**src/rtl/davgen_pkg.sv**
```systemverilog
// Shared types and helpers for the programmable DAV generator.
package davgen_pkg;

    // Generator state; prefixed to stay clear of the GAP parameter name.
    typedef enum logic [1:0] {
        S_IDLE  = 2'd0,
        S_PULSE = 2'd1,
        S_GAP   = 2'd2
    } state_t;

    // Map a requested latency onto the legal range 1..max_dly.
    function automatic int unsigned clamp_dly(input int unsigned cfg,
                                              input int unsigned max_dly);
        if (cfg == 0) begin
            return 1;
        end else if (cfg > max_dly) begin
            return max_dly;
        end else begin
            return cfg;
        end
    endfunction

endpackage

```
**src/rtl/davgen_dline.sv**
```systemverilog
// L1A delay line: shift register with a selectable tap and synchronous flush.
module davgen_dline #(
    parameter int unsigned DEPTH = 31,
    parameter int unsigned SW    = 5
) (
    input  logic          clk,
    input  logic          rst_n,
    input  logic          flush,
    input  logic          din,
    input  logic [SW-1:0] sel,
    output logic          tap
);

    logic [DEPTH-1:0] line;

    // Shift one stage per clock; reset and flush both empty the line.
    always_ff @(posedge clk) begin
        if (!rst_n || flush) begin
            line <= '0;
        end else begin
            line <= DEPTH'({line, din});
        end
    end

    // Tap stage sel-1, so sel counts clocks of delay.
    always_comb begin
        tap = 1'b0;
        for (int unsigned i = 0; i < DEPTH; i++) begin
            if (32'(sel) == i + 1) begin
                tap = line[i];
            end
        end
    end

endmodule

```
**src/rtl/davgen_prog.sv**
```systemverilog
// Data-available generator: delays L1A by a programmable latency and emits
// DAV pulses of fixed width and minimum spacing, queueing overlapping events.
module davgen_prog
    import davgen_pkg::*;
#(
    parameter int unsigned MAX_DLY     = 31,
    parameter int unsigned DW          = 5,
    parameter int unsigned DLY_DEFAULT = 11,
    parameter int unsigned DAV_W       = 1,
    parameter int unsigned GAP         = 0,
    parameter int unsigned PEND_MAX    = 7,
    parameter int unsigned PW          = 3
) (
    input  logic          clk,
    input  logic          rst_n,
    input  logic          l1a,
    input  logic          dly_ld,
    input  logic [DW-1:0] dly_cfg,
    output logic          davalid,
    output logic          busy,
    output logic [PW-1:0] pending,
    output logic          ovf
);

    localparam int unsigned CNT_MAX = (DAV_W > GAP) ? DAV_W : GAP;
    localparam int unsigned CW      = $clog2(CNT_MAX + 1);

    state_t        state;
    logic [CW-1:0] cnt;
    logic [DW-1:0] dly_r;
    logic          ev;
    logic          ev_v;
    logic          avail;
    logic          done;
    logic          start;
    logic          inc;
    logic          dec;

    davgen_dline #(
        .DEPTH (MAX_DLY),
        .SW    (DW)
    ) u_dline (
        .clk   (clk),
        .rst_n (rst_n),
        .flush (dly_ld),
        .din   (l1a),
        .sel   (dly_r),
        .tap   (ev)
    );

    // Event availability and pulse-start decode; a load cycle sees no events.
    always_comb begin
        ev_v  = ev & ~dly_ld;
        avail = ev_v | ((pending != '0) & ~dly_ld);
        done  = (cnt == '0);
        start = 1'b0;
        case (state)
            S_IDLE:  start = avail;
            S_PULSE: start = done && (GAP == 0) && avail;
            S_GAP:   start = done && avail;
            default: start = 1'b0;
        endcase
        inc = ev_v & ~start;
        dec = start & ~ev_v;
    end

    // Pulse FSM with registered davalid/busy.
    always_ff @(posedge clk) begin
        if (!rst_n) begin
            state   <= S_IDLE;
            cnt     <= '0;
            davalid <= 1'b0;
            busy    <= 1'b0;
        end else begin
            case (state)
                S_IDLE: begin
                    if (avail) begin
                        state   <= S_PULSE;
                        davalid <= 1'b1;
                        busy    <= 1'b1;
                        cnt     <= CW'(DAV_W - 1);
                    end
                end
                S_PULSE: begin
                    if (!done) begin
                        cnt <= cnt - CW'(1);
                    end else if (GAP > 0) begin
                        state   <= S_GAP;
                        davalid <= 1'b0;
                        cnt     <= CW'(GAP - 1);
                    end else if (avail) begin
                        cnt <= CW'(DAV_W - 1);
                    end else begin
                        state   <= S_IDLE;
                        davalid <= 1'b0;
                        busy    <= 1'b0;
                    end
                end
                S_GAP: begin
                    if (!done) begin
                        cnt <= cnt - CW'(1);
                    end else if (avail) begin
                        state   <= S_PULSE;
                        davalid <= 1'b1;
                        cnt     <= CW'(DAV_W - 1);
                    end else begin
                        state <= S_IDLE;
                        busy  <= 1'b0;
                    end
                end
                default: begin
                    state   <= S_IDLE;
                    davalid <= 1'b0;
                    busy    <= 1'b0;
                end
            endcase
        end
    end

    // Latency register, saturating pending-event counter and sticky overflow.
    always_ff @(posedge clk) begin
        if (!rst_n) begin
            dly_r   <= DW'(DLY_DEFAULT);
            pending <= '0;
            ovf     <= 1'b0;
        end else if (dly_ld) begin
            dly_r   <= DW'(clamp_dly(32'(dly_cfg), MAX_DLY));
            pending <= '0;
            ovf     <= 1'b0;
        end else if (inc && !dec) begin
            if (pending == PW'(PEND_MAX)) begin
                ovf <= 1'b1;
            end else begin
                pending <= pending + PW'(1);
            end
        end else if (dec && !inc) begin
            pending <= pending - PW'(1);
        end
    end

endmodule

```
**config.mk**
```make
export PLATFORM = sky130hd
export DESIGN_NAME = davgen_prog
export DESIGN_NICKNAME = d
export VERILOG_FILES = /design/src/rtl/davgen_pkg.sv /design/src/rtl/davgen_dline.sv /design/src/rtl/davgen_prog.sv
export SDC_FILE = /design/constraint.sdc
export NUM_CORES = 1
export LEC_CHECK = 0
export CAP_MARGIN = 25
export CORE_AREA = 2 2 61 63
export DETAILED_ROUTE_END_ITERATION = 16
export DIE_AREA = 0 0 63 65
export PLACE_DENSITY = 0.78
export SYNTH_ARGS = -nofsm -noshare
export SYNTH_HDL_FRONTEND = slang
export SYNTH_SLANG_ARGS = --single-unit
```
**constraint.sdc**
```tcl
create_clock -name clk -period 5.05 [get_ports clk]
set_clock_uncertainty 0.15 [all_clocks]
set_input_delay 0.505 -clock clk [delete_from_list [all_inputs] [get_ports clk]]
set_output_delay 0.505 -clock clk [all_outputs]
set_load 0.02 [all_outputs]
```
==> impl_results.rst <==
.. list-table::
   :header-rows: 1

   * - Metric
     - Value
   * - Leak Pwr
     - 0.836 nW
   * - Total global-route track usage
     - 0.193
   * - Slew margin rel.
     - 0.497
   * - Async set-reset flop share out of synthesis
     - 0
   * - Number of synthesized flops with an enable pin
     - 0
   * - Layout Area Growth over Synthesis
     - 11.5%
   * - Number of placed cells counting well taps
     - 257
   * - Worst-skew pair later-pin latency
     - 0.35 ns
   * - Mean area per synthesized cell
     - 9.25 sq um
   * - Startpoint of the worst-slack reg-to-reg timing path
     - dly_r[1]$_SDFFE_PN1P_
   * - Most repeated cell in the gate-level netlist after synthesis
     - sky130_fd_sc_hd__dfxtp_1
   * - Internal Power
     - 0.000460 W
   * - Number of cells upsized or downsized after cts
     - 0
   * - Synthesized area
     - 1900 sq um
   * - Pin slew with the least headroom to its limit
     - 0.754 ns
   * - Proportion of power drawn by the clock network
     - 0.269
   * - Initial core utilization
     - 0.543
   * - Deepest level of the CTS H-tree
     - 2
   * - Flop pwr share
     - 0.572
   * - Peak VDD IR
     - 0.000183 V
   * - Worst hold slack across all endpoints
     - 0.310 ns
   * - Cell family with the largest share of critical-path delay
     - simple AND/OR/NAND/NOR gates
   * - Cell Pwr Density
     - 299 nW/um^2
   * - Standard-cell rows
     - 22
   * - Fin nets
     - 228
   * - R2R Setup Slk
     - 0.89 ns
   * - Synth Instances
     - 205
   * - Number of non-filler instances in the completed layout
     - 265
   * - # hold bufs at CTS
     - 0
   * - Cell repeated most along the worst path
     - sky130_fd_sc_hd__and3_1
   * - Cell type with the highest aggregate area in the netlist
     - sky130_fd_sc_hd__dfxtp_1
   * - Largest fanout on the critical path
     - 11
   * - Critical path class
     - reg2reg
   * - Maximum number of pins on one net before global-route repair
     - 25
   * - Longest individual stage delay on the worst path
     - 0.66 ns
   * - Critical Path RT
     - 5.15 ns
   * - Number of distinct library cells after synthesis
     - 48
   * - Warning count from the yosys run
     - 0
   * - Maximum clock path buffer count
     - 2
   * - FF-to-FF End
     - pending[2]$_SDFFE_PP0P_
   * - Core region area
     - 3500 sq um
   * - Worst path depth
     - 12
   * - Critical-path cell list
     - mux2_1 > and3_1 > o32a_1 > o21ai_1 > a311oi_2 > or3_1 > ha_1 > nor2_1 > nand2_1 > fa_1 > and3_1 > o311a_1
   * - Worst setup EP type
     - flop
   * - Clock sink count
     - 42
   * - Minimum period implied by the final worst setup slack
     - 4.16 ns
   * - Routability cong.
     - 0.943
   * - Part of the power in combinational logic
     - 0.160
   * - Antenna diode count
     - 0
   * - Count of unresolved DRC violations after routing
     - 0
   * - Critical Path Start
     - dly_r[1]$_SDFFE_PN1P_
   * - Final-report setup violation count
     - 0
   * - Leading post-synthesis cells by instance count
     - sky130_fd_sc_hd__dfxtp_1, sky130_fd_sc_hd__and2_1, sky130_fd_sc_hd__nand2_1, sky130_fd_sc_hd__nor2_1, sky130_fd_sc_hd__mux2i_1
   * - Count of TritonRoute iterations in the first routing pass
     - 4
   * - Most used flip-flop cell after synthesis
     - sky130_fd_sc_hd__dfxtp_1
   * - Layout cell share with drive strength beyond 1
     - 0.0599
   * - Global-route wire length before repair
     - 6.02 mm
   * - Via-per-instance ratio
     - 5.45
   * - Height of the die
     - 65 um
   * - GRT overflow
     - 0
   * - Final HPWL from detailed placement
     - 2.40 mm
   * - Proportion of netlist area held by the largest area contributor
     - 0.443
   * - Number of top-level pins
     - 15
   * - Setup repair after global routing missed its margin
     - no
   * - Port bufs
     - 14
   * - Depth of the worst register-to-register path
     - 12
   * - Total wirelength of the detailed-routed design
     - 3.41 mm
   * - Routed wire per std cell
     - 12.9 um
   * - Max cap viols
     - 0
   * - Sw power
     - 0.000173 W
   * - Post-synth net total
     - 217
   * - Leading cell types by total area after synthesis
     - sky130_fd_sc_hd__dfxtp_1, sky130_fd_sc_hd__and2_1, sky130_fd_sc_hd__mux2i_1
   * - Number of buffer and inverter instances along the worst setup path
     - 0
   * - Total via count in the routed design
     - 1445
   * - TritonCTS clock tree
     - done
   * - Reg clk slew, reported paths
     - 0.12 ns
   * - Violation count after the first detailed-route iteration
     - 78
   * - Startpoint Class
     - flop
   * - Fmax
     - 241 MHz
   * - Sw Share
     - 0.273
   * - Placed inst area
     - 2060 sq um
   * - Design area
     - 2120 sq um
   * - Number of buffers inserted to repair setup after CTS
     - 0
   * - Number of storage elements in the synthesis netlist
     - 42
   * - Worst slack after detailed placement
     - 0.921 ns
   * - Number of max-slew violations in the final report
     - 0
   * - Worst setup endpoint
     - pending[2]$_SDFFE_PP0P_
   * - Initial antenna violation count
     - 0
   * - TritonCTS buffer count
     - 5
   * - Setup slack of the critical path after layout
     - 0.892 ns
   * - Count of antenna-violating nets left after detailed routing
     - 0
   * - CTS root buffer
     - sky130_fd_sc_hd__clkbuf_4
   * - Hold Crit Class
     - reg2reg
   * - Final period util
     - 0.823
   * - Setup total negative slack
     - 0 ns
   * - Slowest library cell on the worst path
     - sky130_fd_sc_hd__dfxtp_1
   * - Final-report hold violation count
     - 0
   * - Vias in the first global route
     - 1280
   * - Overall die area
     - 4100 sq um
   * - DIE WIDTH
     - 63 um
   * - CP Data Arrival Time
     - 4.26 ns
   * - Outcome
     - finished clean
   * - Seq/Total Area, Yosys
     - 0.443
==> placed cells by master (no fill, tap or decap), types with 2 or more instances in the layout <==
master,Yosys,final
sky130_fd_sc_hd__nor2b_1,5,5
sky130_fd_sc_hd__o32ai_1,2,2
sky130_fd_sc_hd__and3_1,4,4
sky130_fd_sc_hd__clkdlybuf4s50_1,0,14
sky130_fd_sc_hd__nand2b_1,6,6
sky130_fd_sc_hd__and4b_1,2,2
sky130_fd_sc_hd__buf_4,1,2
sky130_fd_sc_hd__nand3_1,4,4
sky130_fd_sc_hd__mux2_2,2,2
sky130_fd_sc_hd__and2_1,31,31
sky130_fd_sc_hd__nor2_1,10,10
sky130_fd_sc_hd__nand2_1,15,15
sky130_fd_sc_hd__inv_1,6,6
sky130_fd_sc_hd__dfxtp_1,42,42
sky130_fd_sc_hd__ha_1,2,2
sky130_fd_sc_hd__nor3_1,6,6
sky130_fd_sc_hd__clkbuf_4,0,5
sky130_fd_sc_hd__nor3b_1,2,2
sky130_fd_sc_hd__nand3b_1,3,3
sky130_fd_sc_hd__o211ai_1,3,3
sky130_fd_sc_hd__o21ai_0,7,7
sky130_fd_sc_hd__mux2i_1,9,9
sky130_fd_sc_hd__a21oi_1,7,7
==> worst min path at each step <==
stage                                start                           to  slack [ns]  cells after the start
2_1_floorplan   u_dline.line[7]$_SDFF_PP0_   u_dline.line[8]$_SDFF_PP0_        0.27                      1
3_3_place_gp    u_dline.line[7]$_SDFF_PP0_   u_dline.line[8]$_SDFF_PP0_        0.28                      1
3_5_place_dp    u_dline.line[7]$_SDFF_PP0_   u_dline.line[8]$_SDFF_PP0_        0.29                      1
4_1_cts        u_dline.line[28]$_SDFF_PP0_  u_dline.line[29]$_SDFF_PP0_        0.31                      1
5_1_grt         u_dline.line[7]$_SDFF_PP0_   u_dline.line[8]$_SDFF_PP0_        0.33                      1
6_report                  ovf$_SDFFE_PP0P_             ovf$_SDFFE_PP0P_        0.31                      2
==> cell type report <==
cell class / instances / area, sq um
fill: 305 / 1380
multi-input combinational: 145 / 977
inverter: 6 / 22.5
clock buffer: 7 / 55.1
clock inverter: 1 / 5.00
sequential: 42 / 841
timing repair buffer: 16 / 155
tap: 48 / 60.1
==> layer usage <==
metal  up-vias  GRT usage  share of wire
li1        743          -              -
met1       660      0.267           0.52
met2        34      0.273           0.41
met3         8     0.0694          0.044
met4         0     0.0722          0.018
met5         -          0              0
==> worst min-delay path: stages (launching register included) <==
cell                      delay (ns)
sky130_fd_sc_hd__dfxtp_1        0.33
sky130_fd_sc_hd__inv_1          0.05
sky130_fd_sc_hd__a21oi_1        0.05
==> power by group through the flow <==
stage          registers [W]  logic [W]  clock network [W]
2_1_floorplan       0.000370  0.0000660                  0
3_3_place_gp        0.000369   0.000100                  0
3_5_place_dp        0.000369   0.000102                  0
4_1_cts             0.000362   0.000102           0.000177
5_1_grt             0.000365   0.000114           0.000193
6_report            0.000362   0.000101           0.000170
==> registers in the layout, indices dropped and copies added, names as in the netlist <==
register,count
u_dline.line,31
dly_r,5
pending,3
busy,1
davalid,1
ovf,1
==> stage by stage <==
stage / utilization / total power, W
final: 0.605 / 0.000633
after global routing: 0.605 / 0.000672
after CTS: 0.605 / 0.000641
after detailed placement: 0.588 / 0.000471
after global placement: 0.588 / 0.000469
after floorplan: - / 0.000436
==> logic make-up after synthesis <==
kind of cell / Yosys count / share of synthesized area
muxes: 13 / 0.0772
buffers and inverters: 18 / 0.0416
adders and majority gates: 3 / 0.0237
and+or+nand+nor: 94 / 0.280
DFF: 42 / 0.443
xor gates and xnor gates: 1 / 0.00462
AOI/OAI and AO/OA: 34 / 0.129
(Power assumes the default switching activity.)
